### config.mk
export PLATFORM = sky130hd
export DESIGN_NAME = mem_wb_pipe
export DESIGN_NICKNAME = d
export VERILOG_FILES = /design/src/rtl/mips_pipe_pkg.sv /design/src/rtl/pipe_skid_slice.sv /design/src/rtl/mem_wb_pipe.sv
export SDC_FILE = /design/constraint.sdc
export NUM_CORES = 1
export LEC_CHECK = 0
export CAP_MARGIN = 15
export CORE_UTILIZATION = 45
export CTS_CLUSTER_SIZE = 20
export DETAILED_ROUTE_END_ITERATION = 8
export PLACE_DENSITY_LB_ADDON = 0.2
export SLEW_MARGIN = 20
export SYNTH_ARGS = -nofsm -noshare
export SYNTH_HDL_FRONTEND = slang
export SYNTH_SLANG_ARGS = --single-unit
### constraint.sdc
create_clock -name CLK -period 4.12 [get_ports CLK]
set_input_delay 0.412 -clock CLK [delete_from_list [all_inputs] [get_ports CLK]]
set_output_delay 0.412 -clock CLK [all_outputs]
set_load 0.005 [all_outputs]
### src/rtl/mips_pipe_pkg.sv
// Shared constants for the MIPS pipeline register slices: WB control bit
// positions, opcode width and the packed payload width helper.
package mips_pipe_pkg;

   localparam int CTRL_REGWRITE = 0;
   localparam int CTRL_MEMTOREG = 1;
   localparam int CTRL_JAL      = 2;
   localparam int OPCODE_W      = 6;
   localparam int OCC_W         = 4;

   // Payload is {ctrl, opcode, alu_result, rd_data, rd, pc_4}.
   function automatic int bundle_width(input int data_w, input int rd_w, input int ctrl_w);
      return ctrl_w + OPCODE_W + 3 * data_w + rd_w;
   endfunction

endpackage

### src/rtl/pipe_skid_slice.sv
// Two-entry skid register (main + skid) with valid/ready on both sides.
// in_ready is a flop, so there is no combinational path from out_ready.
module pipe_skid_slice #(
   parameter int W = 8
) (
   input  logic         CLK,
   input  logic         RESET_N,
   input  logic         flush,
   input  logic         in_valid,
   output logic         in_ready,
   input  logic [W-1:0] in_data,
   output logic         out_valid,
   input  logic         out_ready,
   output logic [W-1:0] out_data
);

   logic         main_valid;
   logic         skid_valid;
   logic         ready_q;
   logic [W-1:0] main_data;
   logic [W-1:0] skid_data;

   logic         main_valid_nx;
   logic         skid_valid_nx;
   logic         load_main_in;
   logic         load_main_skid;
   logic         load_skid;
   logic         accept;
   logic         drain;

   always_comb begin
      accept         = in_valid & ready_q & ~flush;
      drain          = main_valid & out_ready;
      main_valid_nx  = main_valid;
      skid_valid_nx  = skid_valid;
      load_main_in   = 1'b0;
      load_main_skid = 1'b0;
      load_skid      = 1'b0;
      if (flush) begin
         main_valid_nx = 1'b0;
         skid_valid_nx = 1'b0;
      end else if (skid_valid) begin
         // ready_q is low here, so no accept can coincide with the skid refill
         if (drain) begin
            load_main_skid = 1'b1;
            skid_valid_nx  = 1'b0;
         end
      end else if (!main_valid || drain) begin
         main_valid_nx = accept;
         load_main_in  = accept;
      end else if (accept) begin
         skid_valid_nx = 1'b1;
         load_skid     = 1'b1;
      end
   end

   always_ff @(posedge CLK or negedge RESET_N) begin
      if (!RESET_N) begin
         main_valid <= 1'b0;
         skid_valid <= 1'b0;
         ready_q    <= 1'b1;
         main_data  <= '0;
         skid_data  <= '0;
      end else begin
         main_valid <= main_valid_nx;
         skid_valid <= skid_valid_nx;
         ready_q    <= ~skid_valid_nx;
         if (load_main_in) begin
            main_data <= in_data;
         end else if (load_main_skid) begin
            main_data <= skid_data;
         end
         if (load_skid) begin
            skid_data <= in_data;
         end
      end
   end

   assign in_ready  = ready_q;
   assign out_valid = main_valid;
   assign out_data  = main_data;

endmodule

### src/rtl/mem_wb_pipe.sv
// MEM/WB pipeline register: DEPTH cascaded skid slices carrying the WB bundle,
// with a registered occupancy count and write-enable gating for the WB stage.
module mem_wb_pipe
   import mips_pipe_pkg::*;
#(
   parameter int DATA_W = 32,
   parameter int RD_W   = 5,
   parameter int CTRL_W = 3,
   parameter int DEPTH  = 1
) (
   input  logic                CLK,
   input  logic                RESET_N,
   input  logic                in_valid,
   output logic                in_ready,
   input  logic [CTRL_W-1:0]   in_ctrl,
   input  logic [OPCODE_W-1:0] in_opcode,
   input  logic [DATA_W-1:0]   in_alu_result,
   input  logic [DATA_W-1:0]   in_rd_data,
   input  logic [RD_W-1:0]     in_rd,
   input  logic [DATA_W-1:0]   in_pc_4,
   input  logic                flush,
   output logic                out_valid,
   input  logic                out_ready,
   output logic [CTRL_W-1:0]   out_ctrl,
   output logic [OPCODE_W-1:0] out_opcode,
   output logic [DATA_W-1:0]   out_alu_result,
   output logic [DATA_W-1:0]   out_rd_data,
   output logic [RD_W-1:0]     out_rd,
   output logic [DATA_W-1:0]   out_pc_4,
   output logic                wb_reg_write,
   output logic [OCC_W-1:0]    occupancy
);

   localparam int PAY_W = bundle_width(DATA_W, RD_W, CTRL_W);

   if (DEPTH < 1 || DEPTH > 4) begin : g_depth_check
      $error("mem_wb_pipe: DEPTH must be in 1..4");
   end

   logic [DEPTH:0]            chain_valid;
   logic [DEPTH:0]            chain_ready;
   logic [DEPTH:0][PAY_W-1:0] chain_data;

   assign chain_valid[0] = in_valid;
   assign chain_data[0]  = {in_ctrl, in_opcode, in_alu_result, in_rd_data, in_rd, in_pc_4};
   assign in_ready       = chain_ready[0];

   for (genvar i = 0; i < DEPTH; i++) begin : g_slice
      pipe_skid_slice #(.W(PAY_W)) u_slice (
         .CLK       (CLK),
         .RESET_N   (RESET_N),
         .flush     (flush),
         .in_valid  (chain_valid[i]),
         .in_ready  (chain_ready[i]),
         .in_data   (chain_data[i]),
         .out_valid (chain_valid[i+1]),
         .out_ready (chain_ready[i+1]),
         .out_data  (chain_data[i+1])
      );
   end

   assign chain_ready[DEPTH] = out_ready;
   assign out_valid          = chain_valid[DEPTH];
   assign {out_ctrl, out_opcode, out_alu_result, out_rd_data, out_rd, out_pc_4} = chain_data[DEPTH];

   assign wb_reg_write = out_valid & out_ready & out_ctrl[CTRL_REGWRITE];

   logic             accept_top;
   logic             drain_top;
   logic [OCC_W-1:0] occ_q;

   assign accept_top = in_valid & in_ready & ~flush;
   assign drain_top  = out_valid & out_ready;

   // Internal slice-to-slice moves never change the total held count.
   always_ff @(posedge CLK or negedge RESET_N) begin
      if (!RESET_N) begin
         occ_q <= '0;
      end else if (flush) begin
         occ_q <= '0;
      end else begin
         case ({accept_top, drain_top})
            2'b10:   occ_q <= occ_q + 4'd1;
            2'b01:   occ_q <= occ_q - 4'd1;
            default: occ_q <= occ_q;
         endcase
      end
   end

   assign occupancy = occ_q;

endmodule

After elaboration in Yosys (flattened, before gate mapping)
Cells that the tools add are included.
Word-level totals
  register bits after elaboration: 227
  output and inout port bits: 117
  input bits: 115
  logic and storage cells: 43
Operators by class
  $add $sub $neg: 2
  muxes and demuxes: 20
  bitwise gates (word level): 6
  equality and inequality tests: 3
  reductions and logical operators: 6
Operator list (number)
  $mux W110: 2
  $mux W1: 16
  $pmux W4 S2: 1
  $add A4 B1 Y4 const B: 1
  $and A1 B1 Y1: 4
  $mux W4: 1
  $reduce_bool A2 Y1: 2
  $sub A4 B1 Y4 const B: 1
  $reduce_bool A3 Y1: 1
  $eq A2 B1 Y1 const B: 1
  $eq A2 B2 Y1 const B: 1
  $ne A2 B2 Y1 const B: 1
  $not A1 Y1: 2
  $reduce_and A2 Y1: 1
  $logic_not A1 Y1: 1
  $logic_or A1 B1 Y1: 1

Longest topological paths before layout
Gate-level depths: netlist of run 1.
  depth after elaboration: 7
  mapped depth: 8
  gate-level depth less buffers: 7

Modules after synthesis
Synthesis of run 1 repeated with hierarchy kept, for this count alone.
Unflattened totals
  cell total of the unflattened synthesis: 648
  area, all modules: 9581.7 um^2
Modules (own cells, without submodules)
  pipe_skid_slice: cells an instance 614, sequential area each 5581.6 um^2, times used 1, area each 9276.4 um^2
  mem_wb_pipe: cells an instance 34, sequential area each 100.1 um^2, times used 1, area each 305.3 um^2

Worst setup path after synthesis of run 1
Ideal clock, no wire load.
  path type: input port to flip-flop
  start: in flush
  end: reg occ_q[3] (netlist: occupancy[3])
  setup time: 0.125 ns
  required time: 3.995 ns
  stages on the path: 8
  path buffers: 1
  arrival time: 1.866 ns
  setup slack: 2.129 ns
  cells stage by stage: buf_2 -> and3b_1 -> nor2_1 -> ha_1 -> a31oi_1 -> a21oi_1 -> o21ai_0 -> mux2_2
Between the ends
  word-level cells in the longest chain between the ends: 5
  elaborated cells between the ends (all ways): 7
  classes of those cells: 2 x eq/ne; 2 x mux; 2 x bitwise; 1 x reduce/logical
RTL lines
  start: declaration: RTL line mem_wb_pipe.sv:21  | input logic flush,
  $not A1 Y1: RTL line mem_wb_pipe.sv:72  | assign accept_top = in_valid & in_ready & ~flush;
  $and A1 B1 Y1: RTL line mem_wb_pipe.sv:72
  $eq A2 B1 Y1 / $eq A2 B2 Y1 (equally long branches): RTL line mem_wb_pipe.sv:82  | case ({accept_top, drain_top})
  $pmux W4 S2: RTL line mem_wb_pipe.sv:82
  $mux W4: RTL line mem_wb_pipe.sv:79  | end else if (flush) begin
  end signal: assignment: RTL line mem_wb_pipe.sv:83  | 2'b10: occ_q <= occ_q + 4'd1;
  end signal: assignment: RTL line mem_wb_pipe.sv:84  | 2'b01: occ_q <= occ_q - 4'd1;
  end signal: assignment: RTL line mem_wb_pipe.sv:85  | default: occ_q <= occ_q;
  end: declaration: RTL line mem_wb_pipe.sv:70  | logic [OCC_W-1:0] occ_q;
Parallel ways exist; a longest one is shown, timed or not.
A chain may end at the register's enable or synchronous reset.

Worst setup path in the final report of run 1
  start: in flush
  end: reg g_slice[0].u_slice.skid_data[56]
Between the ends
  word-level cells in the longest chain between the ends: 6
RTL lines
  $not A1 Y1: RTL line pipe_skid_slice.sv:32  | accept = in_valid & ready_q & ~flush;
  $and A1 B1 Y1: RTL line pipe_skid_slice.sv:32
  $mux W1: RTL line pipe_skid_slice.sv:51  | end else if (accept) begin
  $mux W1: RTL line pipe_skid_slice.sv:48  | end else if (!main_valid || drain) begin
  $mux W1: RTL line pipe_skid_slice.sv:42  | end else if (skid_valid) begin
  $mux W1 (*): RTL line pipe_skid_slice.sv:39  | if (flush) begin
  end signal: assignment: RTL line pipe_skid_slice.sv:74  | skid_data <= in_data;
  end: declaration: RTL line pipe_skid_slice.sv:21  | logic [W-1:0] skid_data;
Mark *: on every way between the ends. The rest lies on a longest branch, timed or not.

==> insert_results.sql, run 1 <==
INSERT INTO impl_metrics (metric_group, metric, value, unit) VALUES
('finish', 'mostFrequentLayoutCell', 'sky130_fd_sc_hd__clkdlybuf4s50_1', ''),
('synthesis', 'yosysWarningCount', '0', ''),
('grt', 'grt.overflow.total', '0', ''),
('finish', 'relative_area_change_from_synthesis_to_final_layout', '34.0', '%'),
('place', 'gp_congestion', '0.802', ''),
('grt', 'grt_usage', '20.8', '%'),
('worst_setup_path', 'crit_buf_inv', '2', ''),
('synthesis', 'synth_flop_cell', 'sky130_fd_sc_hd__dfrtp_1', ''),
('clock_tree', 'worstSkewPairLatency', '0.50', 'ns'),
('finish', 'design.final.nets', '981', ''),
('synthesis', 'yosysTopAreaCellShare', '58.5', '%'),
('synthesis', 'post_synth_num_cell_types', '34', ''),
('detailed_routing', 'drt_pass1_iterations', '6', ''),
('timing', 'final_critical_path_setup_slack', '1.56', 'ns'),
('synthesis', 'ys_async_sr_fraction', '100', '%'),
('worst_setup_path', 'criticalPathCategory', 'in -> reg', ''),
('place', 'place_area', '12200', 'sq um'),
('synthesis', 'synth.top_cells.by_area', 'sky130_fd_sc_hd__dfrtp_1 59%, sky130_fd_sc_hd__mux2_4 16%, sky130_fd_sc_hd__a22o_1 10%, sky130_fd_sc_hd__a21o_1 8.5%, sky130_fd_sc_hd__buf_6 1.3%', ''),
('finish', 'ant_diodes', '0', ''),
('timing', 'total_of_endpoints_with_negative_setup_slack_in_the_final_report', '0', ''),
('worst_setup_path', 'crit_slowest_cell', 'sky130_fd_sc_hd__or4_4', ''),
('synthesis', 'synth-seq-area-share', '58.8', '%'),
('pwr', 'totalPowerFinal', '7.06', 'mW'),
('run', 'maxCapViolCount', '0', ''),
('place', 'setup_slack_at_placement', '1.05', 'ns'),
('clock_tree', 'post_cts_buffers', '0', ''),
('timing', 'finalMaxSlewViolations', '0', ''),
('timing', 'setup_repair_after_global_routing_missed_its_margin', 'no', ''),
('finish', 'final_cell_mix', '230 x sky130_fd_sc_hd__clkdlybuf4s50_1, 226 x sky130_fd_sc_hd__dfrtp_1, 110 x sky130_fd_sc_hd__a22o_1, 110 x sky130_fd_sc_hd__a21o_1, 100 x sky130_fd_sc_hd__mux2_4', ''),
('clock_tree', 'clock_tree.buffer_depth', '3', ''),
('floorplan', 'initial_core_util', '46.0', '%'),
('place', 'total_of_buffers_placed_on_input_and_output_ports', '231', ''),
('clock_tree', 'cts_resizes', '0', ''),
('synthesis', 'synthesis.area_per_instance', '15.0', 'sq um'),
('timing', 'finalSetupTns', '0', 'ns'),
('place', 'detailedPlacementHpwl', '14.3', 'mm'),
('worst_setup_path', 'crit_family', 'buffers and inverters', ''),
('run_status', 'run_status', 'finished, final reports clean', ''),
('worst_setup_path', 'worstPathCellList', 'clkdlybuf4s50_1, nand2b_1, or4_4, buf_4, mux2_4', ''),
('clock_tree', 'cts-buffers-inserted', '24', ''),
('pwr', 'power.density', '545', 'nW/um^2'),
('pwr', 'p_leak', '6.57', 'nW'),
('grt', 'grt_max_degree', '136', ''),
('detailed_routing', 'detail_route.vias_per_cell', '5.43', ''),
('detailed_routing', 'initialDrtViolationCount', '302', ''),
('clock_tree', 'root_buffer', 'sky130_fd_sc_hd__clkbuf_16', ''),
('pwr', 'clockPowerShare', '29.2', '%'),
('synthesis', 'synth_seq_cells', '227', ''),
('synthesis', 'synth.largest_area_cell', 'sky130_fd_sc_hd__dfrtp_1', ''),
('clock_tree', 'tritoncts_num_sinks', '227', ''),
('timing', 'max_freq', '0.390', 'GHz'),
('finish', 'final_design_area_excluding_fillers', '13000', 'sq um'),
('synthesis', 'syn_inst', '646', ''),
('floorplan', 'fp.dieW', '149', 'microns'),
('worst_setup_path', 'path_max_fanout', '47', ''),
('timing', 'period_minus_slack', '2.56', 'ns'),
('timing', 'final_min_period_over_clock_period', '62.2', '%'),
('floorplan', 'core_area', '21000', 'sq um'),
('timing', 'timing.slew.headroom', '35.8', '%'),
('detailed_routing', 'antenna_left', '0', ''),
('detailed_routing', 'route.detailed.wl_per_inst', '19.8', 'microns'),
('grt', 'grt_antenna_before_repair', '0', ''),
('pwr', 'swShare', '24.9', '%'),
('clock_tree', 'htreeDepth', '1', ''),
('finish', 'drive_above_1_share', '18.6', '%'),
('floorplan', 'dieHeight', '149', 'microns'),
('synthesis', 'netlist_area', '9670', 'sq um'),
('worst_hold_path', 'type_of_the_most_critical_hold_path', 'in -> async', ''),
('grt', 'number_of_global_route_vias_before_repair', '6690', ''),
('clock_tree', 'clkTransAtPathRegs', '0.06', 'ns'),
('synthesis', 'synth_enable_flop_cells', '0', '');
==> sequential cells by signal (all words and copies together), names as in the netlist <==
| register | count |
|---|---|
| occupancy | 4 |
| g_slice.u_slice.skid_valid | 1 |
| g_slice.u_slice.out_valid | 1 |
| g_slice.u_slice.skid_data | 110 |
| g_slice.u_slice.out_data | 110 |
| g_slice.u_slice.in_ready | 1 |
==> area by class of cell <==
| cell class | count | area (sq um) |
|---|---|---|
| fillers | 1601 | 8070 |
| well taps | 275 | 344 |
| multi-input cells | 368 | 3690 |
| clock buffers | 36 | 727 |
| clock inverters | 6 | 32.5 |
| repair buffers | 241 | 2460 |
| inverters | 2 | 7.51 |
| flip-flops and latches | 227 | 5680 |
==> kinds of logic after synthesis <==
family | synth area share (%)
buffers and inverters | 3.13
AOI/OAI and AO/OA | 19.3
adders and majority gates | 0.259
DFF | 58.8
muxes | 16.9
and+or+nand+nor | 1.36
xor gates and xnor gates | 0.272
==> power groups by stage <==
stage               sequential [mW]  combinational [mW]  clock, mW
floorplan                      3.22               0.877          0
global placement               3.27                1.67          0
detailed placement             3.29                1.73          0
CTS                            3.27                1.74       2.11
global route                   3.34                1.85       2.20
finish                         3.27                1.72       2.06
==> cells in the mapped netlist, types with 2 or more instances <==
cell                       number
sky130_fd_sc_hd__mux2_2        11
sky130_fd_sc_hd__buf_6         11
sky130_fd_sc_hd__o21ai_0        2
sky130_fd_sc_hd__a21o_1       110
sky130_fd_sc_hd__inv_1          2
sky130_fd_sc_hd__xor2_1         2
sky130_fd_sc_hd__mux2_4       100
sky130_fd_sc_hd__ha_1           2
sky130_fd_sc_hd__clkbuf_1      15
sky130_fd_sc_hd__a31oi_1        3
sky130_fd_sc_hd__nor2_1         6
sky130_fd_sc_hd__a22o_1       110
sky130_fd_sc_hd__dfrtp_1      226
sky130_fd_sc_hd__and2_1         2
sky130_fd_sc_hd__buf_2         23
sky130_fd_sc_hd__nand2b_1       3
==> layer usage <==
layer	up-vias	share of wire [%]	global-route usage [%]	wire length, microns
met5	-	0	0	0
met4	0	1.4	5.05	322
met3	19	5.7	3.99	1290
met2	181	50	34.6	11400
met1	3243	43	28.1	9850
li1	2826	-	-	-
==> metrics by stage <==
step / hold slack (ns) / utilization [%] / cells
2_1_floorplan: 0.116 / - / 646
3_3_place_gp: 0.457 / 57.8 / 1111
3_5_place_dp: 0.464 / 57.8 / 1111
4_1_cts: 0.0930 / 61.4 / 1153
5_1_grt: 0.402 / 61.6 / 1155
6_report: 0.391 / 61.6 / 1155
==> path summary, 6_finish.rpt <==
path | cells past startpoint | end | startpoint | slack [ns]
min in group CLK | 1 | g_slice[0].u_slice.out_data[13] | g_slice[0].u_slice.out_data[13] | 0.47
worst min register to register | 1 | g_slice[0].u_slice.out_data[13] | g_slice[0].u_slice.out_data[13] | 0.47
worst max-delay path | 5 | g_slice[0].u_slice.skid_data[56] | flush | 1.56
worst max register to register | 4 | g_slice[0].u_slice.skid_data[56] | g_slice[0].u_slice.in_ready | 1.63
worst min-delay path | 2 | g_slice[0].u_slice.skid_data[72] | RESET_N | 0.39
max in group asynchronous | 4 | g_slice[0].u_slice.out_data[88] | RESET_N | 2.53
No activity file was read; power rests on OpenSTA's default activity.
==> run 2, diff against run 1 <==
Clock period 4.12 ns to 2.6 ns, I/O delays scaled along.
==> insert_results.sql, run 2 (synthesized netlist as in run 1, its figures left out) <==
INSERT INTO impl_metrics (metric_group, metric, value, unit) VALUES
('run_status', 'run_status', 'finished, final reports clean', ''),
('timing', 'finalMaxSlewViolations', '0', ''),
('worst_setup_path', 'criticalPathCategory', 'reg -> reg', ''),
('clock_tree', 'clock_tree.buffer_depth', '3', ''),
('clock_tree', 'tritoncts', 'built', ''),
('detailed_routing', 'totalWireLength', '22.7', 'mm'),
('finish', 'mostFrequentLayoutCell', 'sky130_fd_sc_hd__clkdlybuf4s50_1', ''),
('worst_setup_path', 'worstPathCellList', 'nand2_2, or4_4, buf_12, mux2_4', ''),
('floorplan', 'io_pins', '232', ''),
('timing', 'timing.slew.headroom', '57.5', '%'),
('floorplan', 'initial_core_util', '46.0', '%'),
('place', 'place_area', '12300', 'sq um'),
('floorplan', 'dieHeight', '149', 'microns'),
('timing', 'finalSetupTns', '0', 'ns'),
('pwr', 'p_leak', '6.64', 'nW'),
('timing', 'worst-slew-pin-transition', '0.638', 'ns'),
('worst_setup_path', 'crit_family', 'simple AND/OR/NAND/NOR gates', ''),
('floorplan', 'fp-row-count', '53', ''),
('detailed_routing', 'initialDrtViolationCount', '336', ''),
('grt', 'grt.overflow.total', '0', ''),
('detailed_routing', 'vias', '6381', ''),
('detailed_routing', 'detail_route.vias_per_cell', '5.48', ''),
('place', 'detailedPlacementHpwl', '14.7', 'mm'),
('worst_setup_path', 'cp_data_required_time', '2.99', 'ns'),
('timing', 'total_of_endpoints_with_negative_setup_slack_in_the_final_report', '0', ''),
('clock_tree', 'cts_resizes', '0', ''),
('detailed_routing', 'drcViolationCount', '0', ''),
('worst_hold_path', 'type_of_the_most_critical_hold_path', 'in -> async', ''),
('worst_setup_path', 'crit_slowest_cell', 'sky130_fd_sc_hd__or4_4', ''),
('detailed_routing', 'drt_pass1_iterations', '4', ''),
('worst_setup_path', 'crit_buf_inv', '1', ''),
('timing', 'period_minus_slack', '2.17', 'ns'),
('worst_setup_path', 'worst_ep_arrival_time', '2.56', 'ns'),
('clock_tree', 'holdBufCountCts', '1', ''),
('place', 'cell_count_after_placement', '1121', ''),
('grt', 'number_of_global_route_vias_before_repair', '6793', ''),
('place', 'setup_slack_at_placement', '0.213', 'ns'),
('finish', 'fillCellCount', '1574', ''),
('grt', 'grt_usage', '20.4', '%'),
('timing', 'max_freq', '0.460', 'GHz'),
('timing', 'final_critical_path_setup_slack', '0.426', 'ns'),
('worst_setup_path', 'critical_path_startpoint', 'g_slice[0].u_slice.in_ready', ''),
('finish', 'relative_area_change_from_synthesis_to_final_layout', '35.8', '%'),
('detailed_routing', 'route.detailed.wl_per_inst', '19.5', 'microns'),
('finish', 'final_cell_mix', '230 x sky130_fd_sc_hd__clkdlybuf4s50_1, 226 x sky130_fd_sc_hd__dfrtp_1, 110 x sky130_fd_sc_hd__a22o_1, 110 x sky130_fd_sc_hd__a21o_1, 100 x sky130_fd_sc_hd__mux2_4', ''),
('detailed_routing', 'antenna_left', '0', ''),
('finish', 'layout.cells.non_filler', '1164', ''),
('worst_setup_path', 'path_max_fanout', '61', ''),
('finish', 'drive_above_1_share', '19.8', '%'),
('clock_tree', 'cts-buffers-inserted', '24', ''),
('run', 'maxCapViolCount', '0', ''),
('finish', 'ant_diodes', '0', ''),
('worst_setup_path', 'critPathLaunchType', 'register', ''),
('pwr', 'power.density', '875', 'nW/um^2'),
('timing', 'final_min_period_over_clock_period', '83.6', '%'),
('clock_tree', 'htreeDepth', '1', ''),
('pwr', 'totalPowerFinal', '11.5', 'mW'),
('floorplan', 'fp.dieW', '149', 'microns'),
('timing', 'setup_repair_after_global_routing_missed_its_margin', 'no', ''),
('place', 'gp_congestion', '0.864', ''),
('clock_tree', 'post_cts_buffers', '0', ''),
('worst_setup_path', 'cpPeakStageDelay', '0.63', 'ns'),
('grt', 'grt_antenna_before_repair', '0', ''),
('pwr', 'worst_ir_drop_vdd', '0.398', 'mV'),
('grt', 'grt_first_pass_wirelength', '36.0', 'mm'),
('worst_setup_path', 'type_of_element_capturing_the_critical_path', 'register', ''),
('grt', 'grt_max_degree', '83', ''),
('floorplan', 'core_area', '21000', 'sq um'),
('clock_tree', 'worstSkewPairLatency', '0.51', 'ns'),
('clock_tree', 'tritoncts_num_sinks', '227', ''),
('floorplan', 'design.die.area', '22100', 'sq um'),
('finish', 'final_design_area_excluding_fillers', '13100', 'sq um'),
('finish', 'design.final.nets', '990', ''),
('clock_tree', 'root_buffer', 'sky130_fd_sc_hd__clkbuf_16', ''),
('timing', 'finalHoldViolations', '0', ''),
('timing', 'timing.clock.skew', '0.0104', 'ns'),
('clock_tree', 'clkTransAtPathRegs', '0.06', 'ns'),
('place', 'total_of_buffers_placed_on_input_and_output_ports', '231', ''),
('worst_setup_path', 'worstReg2RegStart', 'g_slice[0].u_slice.in_ready', '');
-- run 2: changes by cell type in the layout (fill, tap and decap cells not counted) --
cell and delta:
sky130_fd_sc_hd__buf_12 +4, sky130_fd_sc_hd__buf_16 -1, sky130_fd_sc_hd__buf_4 +6, sky130_fd_sc_hd__bufinv_16 +3, sky130_fd_sc_hd__clkbuf_1 -3, sky130_fd_sc_hd__clkbuf_8 -1
sky130_fd_sc_hd__clkinv_2 -3, sky130_fd_sc_hd__clkinvlp_4 +4
-- run 2: through the flow --
| step | util (%) | hold WS [ns] |
|---|---|---|
| floorplan | - | -0.0356 |
| global placement | 58.4 | 0.283 |
| detailed placement | 58.4 | 0.291 |
| CTS | 62.5 | 0.353 |
| global route | 62.5 | 0.370 |
| finish | 62.5 | 0.313 |
-- run 2: routing by layer --
| metal | share of wire [%] | track usage [%] |
|---|---|---|
| met1 | 43 | 27.6 |
| met4 | 1.9 | 6.03 |
| met5 | 0 | 0 |
| met2 | 49 | 33.6 |
| met3 | 6.0 | 3.59 |
-- run 2: worst paths after layout --
kind                                                endpoint  slack [ns]  cells after the start
min                          g_slice[0].u_slice.out_data[72]        0.31                      2
min reg2reg                  g_slice[0].u_slice.out_data[53]        0.47                      1
min in group CLK           g_slice[0].u_slice.skid_data[102]        0.40                      2
max in group asynchronous   g_slice[0].u_slice.skid_data[12]        1.44                      3
max                         g_slice[0].u_slice.skid_data[26]        0.43                      4
max reg2reg                 g_slice[0].u_slice.skid_data[26]        0.43                      4
-- run 2: worst register-to-register path, stage by stage, from the launching register on --
cell and delay [ns]:
sky130_fd_sc_hd__dfstp_2 0.59, sky130_fd_sc_hd__nand2_2 0.10, sky130_fd_sc_hd__or4_4 0.63, sky130_fd_sc_hd__buf_12 0.28
sky130_fd_sc_hd__mux2_4 0.45
-- run 2: area by class of cell --
cell class              instances  area, sq um  area share (%)
flip-flops and latches        227         5680            43.3
multi-input cells             368         3690            28.1
repair buffers                250         2560            19.5
clock buffers                  32          702            5.35
well taps                     275          344            2.62
clock inverters                10          138            1.05
inverters                       2         7.51          0.0572
-- run 2: power by group --
group          switching [mW]  total (mW)  internal [mW]  leakage, nW
sequential              0.633        5.19           4.55         2.82
clock                    1.38        3.56           2.19        0.397
combinational           0.798        2.74           1.94         3.43
total                    2.81        11.5           8.68         6.64
